==> src/rtl/front_panel.sv <==
// front_panel: synchronised, debounced console buttons driving a HALT/RUN/STEP/STOPPING panel FSM with memory-write and PC-load ports
module front_panel #(
  parameter int WIDTH    = 12,
  parameter int DEBOUNCE = 4,
  parameter int REPEAT   = 0,
  parameter int AUTO_INC = 0
) (
  input  logic             bclk,
  input  logic             rst,
  input  logic             dep,
  input  logic             incp,
  input  logic             ld,
  input  logic             start,
  input  logic             stop,
  input  logic [WIDTH-1:0] sw,
  input  logic             insn_done,
  output logic             run,
  output logic             mem_we,
  output logic [WIDTH-1:0] mem_addr,
  output logic [WIDTH-1:0] mem_wdata,
  output logic             pc_load,
  output logic [WIDTH-1:0] pc_value,
  output logic             halted
);
  localparam int CW = $clog2(DEBOUNCE + 1);
  localparam int RW = REPEAT > 1 ? $clog2(REPEAT) : 1;
  typedef enum logic [1:0] {HALT, RUN, STEP, STOPPING} state_t;
  logic [4:0] btn, b1_q, b2_q, lvl_q, lvl_d, ev_q, ev_d;
  logic [4:0][CW-1:0] cnt_q, cnt_d;
  logic [WIDTH-1:0] s1_q, s2_q, addr_q, addr_d, wdata_q, wdata_d, pcv_q, pcv_d;
  logic [RW-1:0] rep_q, rep_d;
  logic mem_we_q, mem_we_d, pc_load_q, pc_load_d, rep_fire, e_incp;
  state_t state_q, state_d;
  assign btn = {stop, start, ld, incp, dep};
  always_comb begin
    for (int i = 0; i < 5; i++) begin
      lvl_d[i] = lvl_q[i];
      ev_d[i]  = 1'b0;
      cnt_d[i] = '0;
      if (b2_q[i] != lvl_q[i]) begin
        if (cnt_q[i] == CW'(DEBOUNCE - 1)) begin
          lvl_d[i] = b2_q[i];
          ev_d[i]  = b2_q[i];
        end else begin
          cnt_d[i] = cnt_q[i] + 1'b1;
        end
      end
    end
  end
  assign rep_fire = (REPEAT != 0) && lvl_q[1] && !ev_q[1] && rep_q == RW'(REPEAT - 1);
  assign rep_d    = (REPEAT == 0 || !lvl_q[1] || ev_q[1] || rep_fire) ? '0 : rep_q + 1'b1;
  assign e_incp   = ev_q[1] | rep_fire;
  always_comb begin
    state_d   = state_q;
    mem_we_d  = 1'b0;
    pc_load_d = 1'b0;
    addr_d    = (AUTO_INC != 0 && mem_we_q) ? addr_q + 1'b1 : addr_q;
    wdata_d   = wdata_q;
    pcv_d     = pcv_q;
    case (state_q)
      HALT:
        if (ev_q[2]) begin
          addr_d    = s2_q;
          pc_load_d = 1'b1;
          pcv_d     = s2_q;
        end else if (ev_q[0]) begin
          mem_we_d = 1'b1;
          wdata_d  = s2_q;
        end else if (e_incp) begin
          addr_d = addr_d + 1'b1;
        end else if (ev_q[3]) begin
          state_d = RUN;
        end else if (ev_q[4]) begin
          state_d = STEP;
        end
      RUN:      state_d = ev_q[4] ? (insn_done ? HALT : STOPPING) : RUN;
      STEP:     state_d = insn_done ? HALT : STEP;
      STOPPING: state_d = insn_done ? HALT : STOPPING;
    endcase
  end
  always_ff @(posedge bclk or negedge rst) begin
    if (!rst) begin
      b1_q      <= '0;
      b2_q      <= '0;
      s1_q      <= '0;
      s2_q      <= '0;
      lvl_q     <= '0;
      ev_q      <= '0;
      cnt_q     <= '0;
      rep_q     <= '0;
      state_q   <= HALT;
      mem_we_q  <= 1'b0;
      pc_load_q <= 1'b0;
      addr_q    <= '0;
      wdata_q   <= '0;
      pcv_q     <= '0;
    end else begin
      b1_q      <= btn;
      b2_q      <= b1_q;
      s1_q      <= sw;
      s2_q      <= s1_q;
      lvl_q     <= lvl_d;
      ev_q      <= ev_d;
      cnt_q     <= cnt_d;
      rep_q     <= rep_d;
      state_q   <= state_d;
      mem_we_q  <= mem_we_d;
      pc_load_q <= pc_load_d;
      addr_q    <= addr_d;
      wdata_q   <= wdata_d;
      pcv_q     <= pcv_d;
    end
  end
  assign run       = state_q != HALT;
  assign halted    = state_q == HALT;
  assign mem_we    = mem_we_q;
  assign pc_load   = pc_load_q;
  assign mem_addr  = addr_q;
  assign mem_wdata = wdata_q;
  assign pc_value  = pcv_q;
endmodule
==> config.mk <==
export PLATFORM = sky130hd
export DESIGN_NAME = front_panel
export DESIGN_NICKNAME = d
export VERILOG_FILES = /design/src/rtl/front_panel.sv
export SDC_FILE = /design/constraint.sdc
export NUM_CORES = 1
export LEC_CHECK = 0
export ABC_AREA = 1
export CAP_MARGIN = 20
export CORE_MARGIN = 2
export CORE_UTILIZATION = 50
export CTS_BUF_LIST = sky130_fd_sc_hd__clkbuf_2
export DETAILED_ROUTE_END_ITERATION = 8
export PLACE_DENSITY_LB_ADDON = 0.25
export SLEW_MARGIN = 5
export SYNTH_ARGS = -nofsm -noshare
export SYNTH_HDL_FRONTEND = slang
export SYNTH_SLANG_ARGS = --single-unit
==> constraint.sdc <==
create_clock -name bclk -period 1.3 [get_ports bclk]
set_input_delay 0.13 -clock bclk [delete_from_list [all_inputs] [get_ports bclk]]
set_output_delay 0.13 -clock bclk [all_outputs]
set_load 0.1 [all_outputs]
==> results of run 1 <==
## repair_timing
item                                    4_1_cts  5_1_grt
gates resized for setup                      33       18
endpoints found under the hold margin       115        7
hold buffers                                 17        1
endpoints found under the setup margin       65       78
pin swaps                                     3        2
buffers inserted                             34        7
gates cloned                                  2        1
## flip-flops by register name, summed over array words and instances (netlist names), 12 cells and up
| register | flops |
|---|---|
| cnt_q | 15 |
| mem_addr | 12 |
| mem_wdata | 12 |
| pc_value | 12 |
| s1_q | 12 |
| s2_q | 12 |
## power by group
group	switching, mW	internal (mW)	total, mW
clock	1.01	0.445	1.46
combinational	4.93	3.03	7.96
sequential	0.617	3.82	4.43
## logic make-up (layout without fill, tap and decap cells)
family          after synthesis  count (layout)
compound gates               45              45
xor+xnor                      6               6
fa+ha+maj                     6               6
buf+inv                      55             196
flops                        99              99
simple gates                156             156
## layer usage
metal	vias to the layer above	routed length (µm)	share of wire
met5	-	0	0
met4	0	226	0.024
met3	26	586	0.061
met2	150	5100	0.53
met1	1546	3670	0.38
li1	1426	-	-
## cell usage after synthesis (all sizes together)
cell and count:
a21oi 8, nand3b 1, inv 46, buf 7, nor3 12, xnor2 6, clkbuf 2, ha 6
a31oi 1, o21ai 35, nand3 12, nand2 96, nor2 32, nand4 3, dfrtp 99, o22ai 1
## stage by stage
stage	hold slack (ps)	worst slack [ps]	utilization	power [mW]
finish	46.5	-308	0.805	13.9
detailed placement	80.2	-75.4	0.697	11.5
CTS	10.6	-341	0.786	13.6
global placement	74.5	-3.82	0.697	11.3
global route	7.21	-405	0.805	14.4
floorplan	-166	-147	-	8.76
## layout make-up
type                       instances  area [µm²]  share of cell area
clock buffer                       9        45.0             0.00763
clock inverter                     6        65.1              0.0110
inverter                          46         223              0.0377
multi-input combinational        213        1230               0.208
sequential                        99        2510               0.426
tap                               99         124              0.0210
timing repair buffer             132        1670               0.284
timing repair inverter             3        28.8             0.00488
## worst max-delay path by stage
stage                          start       endpoint  slack (ps)  depth (start not counted)
after global routing      state_q[0]            run        -410                          4
final                     state_q[0]            run        -310                          4
after CTS                 state_q[0]            run        -340                          4
after detailed placement  state_q[0]    mem_addr[7]         -80                          8
after global placement    state_q[0]    mem_addr[7]          -4                          8
after floorplan           state_q[1]  mem_wdata[10]        -150                          9
## critical path: cells and delay by family (launching register included)
kind / cells / cell delay (ps)
and+or+nand+nor: 1 / 90
buffers and inverters: 3 / 390
DFF: 1 / 460
==> reports/results.ini, run 1 <==
[floorplan]
core_area_um2 = 7330
rows = 31
io_pins = 60
dieHeight_um = 91.3
die_area_um2 = 8330
fp.dieW_um = 91.3
initial_utilization = 0.519

[cts]
cts_inserted_buffers = 9
clockRootBuffer = clkbuf_2
clk_latency_ps = 540
cts.path.max_buffers = 2
cts_sinks = 99
cts.clk_slew.worst_paths_ps = 250
cts_max_level = 3
cts_tree = done

[synth]
synth_top_family_by_area = simple AND/OR/NAND/NOR gates
syn_avg_cell_area_um2 = 10.4
synthMuxAreaShare = 0
synthDistinctLibCells = 26
yosys.area_share.simple = 0.178
syn_area_um2 = 3810
syn_inst = 367
synth-xor-area-share = 0.0138
synth_compound_area_frac = 0.0716
yosysTopAreaCellShare = 0.651
ys_ff_latch = 99
yosysWarnings = 0
synth_nets = 393
yosysTopAreaCell = dfrtp_1
yosysSeqAreaShare = 0.651
synthAdderAreaFrac = 0.0197
synthTopCellsByArea = dfrtp_1 65%, nand2_1 9.1%, inv_1 3.8%

[routing]
drt_iter0_drc = 262
drtAntennaViolNets = 0
routed_wl_mm = 9.59
vias = 3148
drc = 0
routed_via_density = 5.19
wl_per_cell_um = 15.8
dr.pass1.iters = 5

[finish]
drive_gt1_frac = 0.350
final_cell_mix = 87 x dfrtp_1, 76 x nand2_1, 44 x buf_4
fillers = 398
layout_commonest_cell = dfrtp_1
nets = 530
area_delta_synth_final_pct = 55.0
instances_no_fill = 607
stdcell_area_um2 = 5900
n_antenna_cell = 0

[place]
portBuffers = 59
dp.cells = 530
dp_hpwl_mm = 5.34
routabilityCongestion = 0.830
place_area_um2 = 5110

[worst_setup_path]
endpoint_kind = output pin
critical_path_arrival_ps = 1480
criticalPathCategory = reg2out
worst-r2r-cell-count = 11
r2r-end = mem_addr[9]
crit_slowest_cell = dfrtp_1
path_cells = inv_2 > nand2_8 > buf_6 > buf_12
crit_fanout = 3
rrSetupSlack_ps = -290
cp-start-kind = flop
rr_startpoint = state_q[0]
cpPeakStageDelay_ps = 460
worstPathRequired_ps = 1170

[global_route]
use_met2 = 0.393
grt_max_degree = 37
antenna_found_initial = 0
grtUsageMet3 = 0.0440
first_global_vias = 3155
grt_util_all_layers = 0.227
grt_pass1_wl_mm = 14.9
grt-busiest-layer = met2
overflow = 0
grt_use_met1 = 0.284

[power]
power.leakage_nw = 2.84
ir_worst_vdd_v = 0.00104
power_density_nw_per_um2 = 2350

[timing]
slew_headroom = 0.735
fin_ws_ps = -308
grt_setup_unrepaired = true
finClkSkew_ps = 28.5
period_share = 1.24
fmax_mhz = 622
final.setup.tns_ps = -8290
drv_slew = 0
worst_slew_pin_slew_ps = 398
finalHoldViolations = 0
finalCriticalPeriod_ps = 1610
setup_viol = 79

[outcome]
status = finished with violations
violations = setup timing

[min_path]
hp-start = sw[5]
hold_path_end = s1_q[5]
hold_path_depth = 1
hold_class = in2reg

[flow_run]
cap_violations = 0

(Power assumes the default switching activity.)
==> inputs of run 2 (changes only) <==
--- a/config.mk
+++ b/config.mk
@@ -6,7 +6,6 @@
 export NUM_CORES = 1
 export LEC_CHECK = 0
 export ABC_AREA = 1
-export CAP_MARGIN = 20
 export CORE_MARGIN = 2
 export CORE_UTILIZATION = 50
 export CTS_BUF_LIST = sky130_fd_sc_hd__clkbuf_2
==> results of run 2 <==
No change in the layout: final DEF, timing and power equal those of run 1.
==> inputs of run 3 (changes only) <==
--- a/config.mk
+++ b/config.mk
@@ -10,6 +10,7 @@
 export CORE_UTILIZATION = 50
 export CTS_BUF_LIST = sky130_fd_sc_hd__clkbuf_2
 export DETAILED_ROUTE_END_ITERATION = 8
+export MAX_ROUTING_LAYER = met4
 export PLACE_DENSITY_LB_ADDON = 0.25
 export SLEW_MARGIN = 5
 export SYNTH_ARGS = -nofsm -noshare
==> run 3 against run 2 <==
The run ends with hold timing, setup timing left. Clock skew is 6.6 ps higher. Total power is 1.8% higher. Die area stayed put. Routed wire length is 3.6% higher. Largest power group unchanged.
==> reports/results.ini, run 3 (synthesized netlist as in run 1, its figures left out) <==
[outcome]
status = finished with violations
violations = hold timing, setup timing

[place]
portBuffers = 59
place_area_um2 = 5110
post-place-ws_ps = -60.4
routabilityCongestion = 0.817
dp_hpwl_mm = 5.46

[cts]
clockRootBuffer = clkbuf_2
clk_latency_ps = 570
cts_max_level = 3
cts_sinks = 99
cts_inserted_buffers = 9
cts_tree = done
cts.clk_slew.worst_paths_ps = 270
cts.path.max_buffers = 2

[finish]
final_cell_mix = 86 x dfrtp_1, 74 x nand2_1, 48 x buf_4
nets = 536
seqCellArea_um2 = 2520
largest_reg_flops = 15
regMostFlops = cnt_q
drive_gt1_frac = 0.367
layout_commonest_cell = dfrtp_1
multiInputGateArea_um2 = 1260
n_antenna_cell = 0
area_delta_synth_final_pct = 57.5
stdcell_area_um2 = 6000
fillers = 379

[routing]
dr.pass1.iters = 5
drt_iter0_drc = 238
routed_via_density = 5.09
wl_per_cell_um = 16.2
routed_wl_mm = 9.93
drtAntennaViolNets = 0
drc = 0
vias = 3126

[floorplan]
dieHeight_um = 91.3
initial_utilization = 0.519
fp.dieW_um = 91.3
core_area_um2 = 7330
rows = 31
die_area_um2 = 8330
io_pins = 60

[timing]
holdWs_ps = -1.86
drv_slew = 0
fin_ws_ps = -375
slew_headroom = 0.558
finalCriticalPeriod_ps = 1680
grt_setup_unrepaired = true
worst_slew_pin_slew_ps = 662
finClkSkew_ps = 35.1
period_share = 1.29
setup_viol = 78
fmax_mhz = 597
finalHoldViolations = 1

[global_route]
antenna_found_initial = 0
grt_pass1_wl_mm = 15.2
grt_max_degree = 37
grt_util_all_layers = 0.243
overflow = 0
first_global_vias = 3155

[power]
comb_power_share = 0.578
power.leakage_nw = 2.90
p_int_mw = 7.43
clkPwrFrac = 0.106
switching_power_mw = 6.67
power_density_nw_per_um2 = 2350
ir_worst_vdd_v = 0.00105
pwr-share-seq = 0.316
swShare = 0.473

[worst_setup_path]
crit_fanout = 4
critical_path_arrival_ps = 1550
endpoint_kind = output pin
cp-start-kind = flop
rrSetupSlack_ps = -210
worstPathRequired_ps = 1170
criticalPathCategory = reg2out

[flow_run]
cap_violations = 0

[min_path]
hold_class = in2reg

run 3: changes by cell type in the layout (fill, tap and decap cells not counted), moves of 2 or more:
| cell | before | now |
|---|---|---|
| buf_4 | 44 | 48 |
| clkbuf_2 | 9 | 11 |
| inv_4 | 3 | 1 |
| inv_8 | 1 | 3 |
| nand2_1 | 76 | 74 |
| nand2_4 | 11 | 13 |
| o21ai_0 | 14 | 8 |
| o21ai_1 | 9 | 13 |
| o21ai_2 | 12 | 14 |
run 3: through the flow:
stage                     std cells   util  setup TNS (ps)  total power [mW]
after floorplan                 367      -           -2260              8.76
after global placement          532  0.697           -28.9              11.3
after detailed placement        532  0.697            -594              11.5
after CTS                       600  0.793           -6140              13.7
after global routing            614  0.818          -12230              14.6
final                           614  0.818           -8750              14.1
run 3: worst paths after layout:
check / to / startpoint / cells after the start
worst max-delay path: run / state_q[0] / 4
worst min-delay path: s1_q[5] / sw[5] / 1
worst max register to register: mem_addr[10] / state_q[0] / 10
worst min register to register: s2_q[2] / s1_q[2] / 0
max in group asynchronous: mem_addr[8] / rst / 3
min in group asynchronous: pc_value[3] / rst / 3
run 3: cell type report:
class	instances	share of cell area
Timing Repair inverter	3	0.00480
Timing Repair Buffer	137	0.288
Tap cell	99	0.0207
Clock buffer	11	0.00918
Clock inverter	5	0.0100
Multi-Input combinational cell	214	0.211
Sequential cell	99	0.420
Inverter	46	0.0371
run 3: repair_timing:
| item | 4_1_cts | 5_1_grt |
|---|---|---|
| hold endpoints to repair | 114 | 1 |
| hold buffers | 18 | 1 |
| gates resized for setup | 46 | 24 |
| endpoints found under the setup margin | 65 | 78 |
| buffers inserted | 30 | 13 |
| gates cloned | 4 | 1 |
| pin swaps | 4 | 6 |
run 3: power groups by stage:
stage	Sequential (mW)	Clock [mW]	Combinational, mW
after floorplan	7.48	0	1.29
after global placement	4.55	0	6.78
after detailed placement	4.60	0	6.93
after CTS	4.44	1.49	7.75
after global routing	4.53	1.62	8.48
final	4.46	1.49	8.16
run 3: routing by layer:
layer / global-route usage / vias to the layer above / part of all wire
met3: 0.0432 / 31 / 0.052
met4: 0.117 / 0 / 0.025
met1: 0.291 / 1518 / 0.39
li1: - / 1446 / -
met5: - / - / 0
met2: 0.401 / 131 / 0.53
run 3: critical path, stage by stage, from the launching register on:
cell	delay, ps
dfrtp_1	460
inv_2	120
nand2_8	100
buf_6	140
buf_12	150
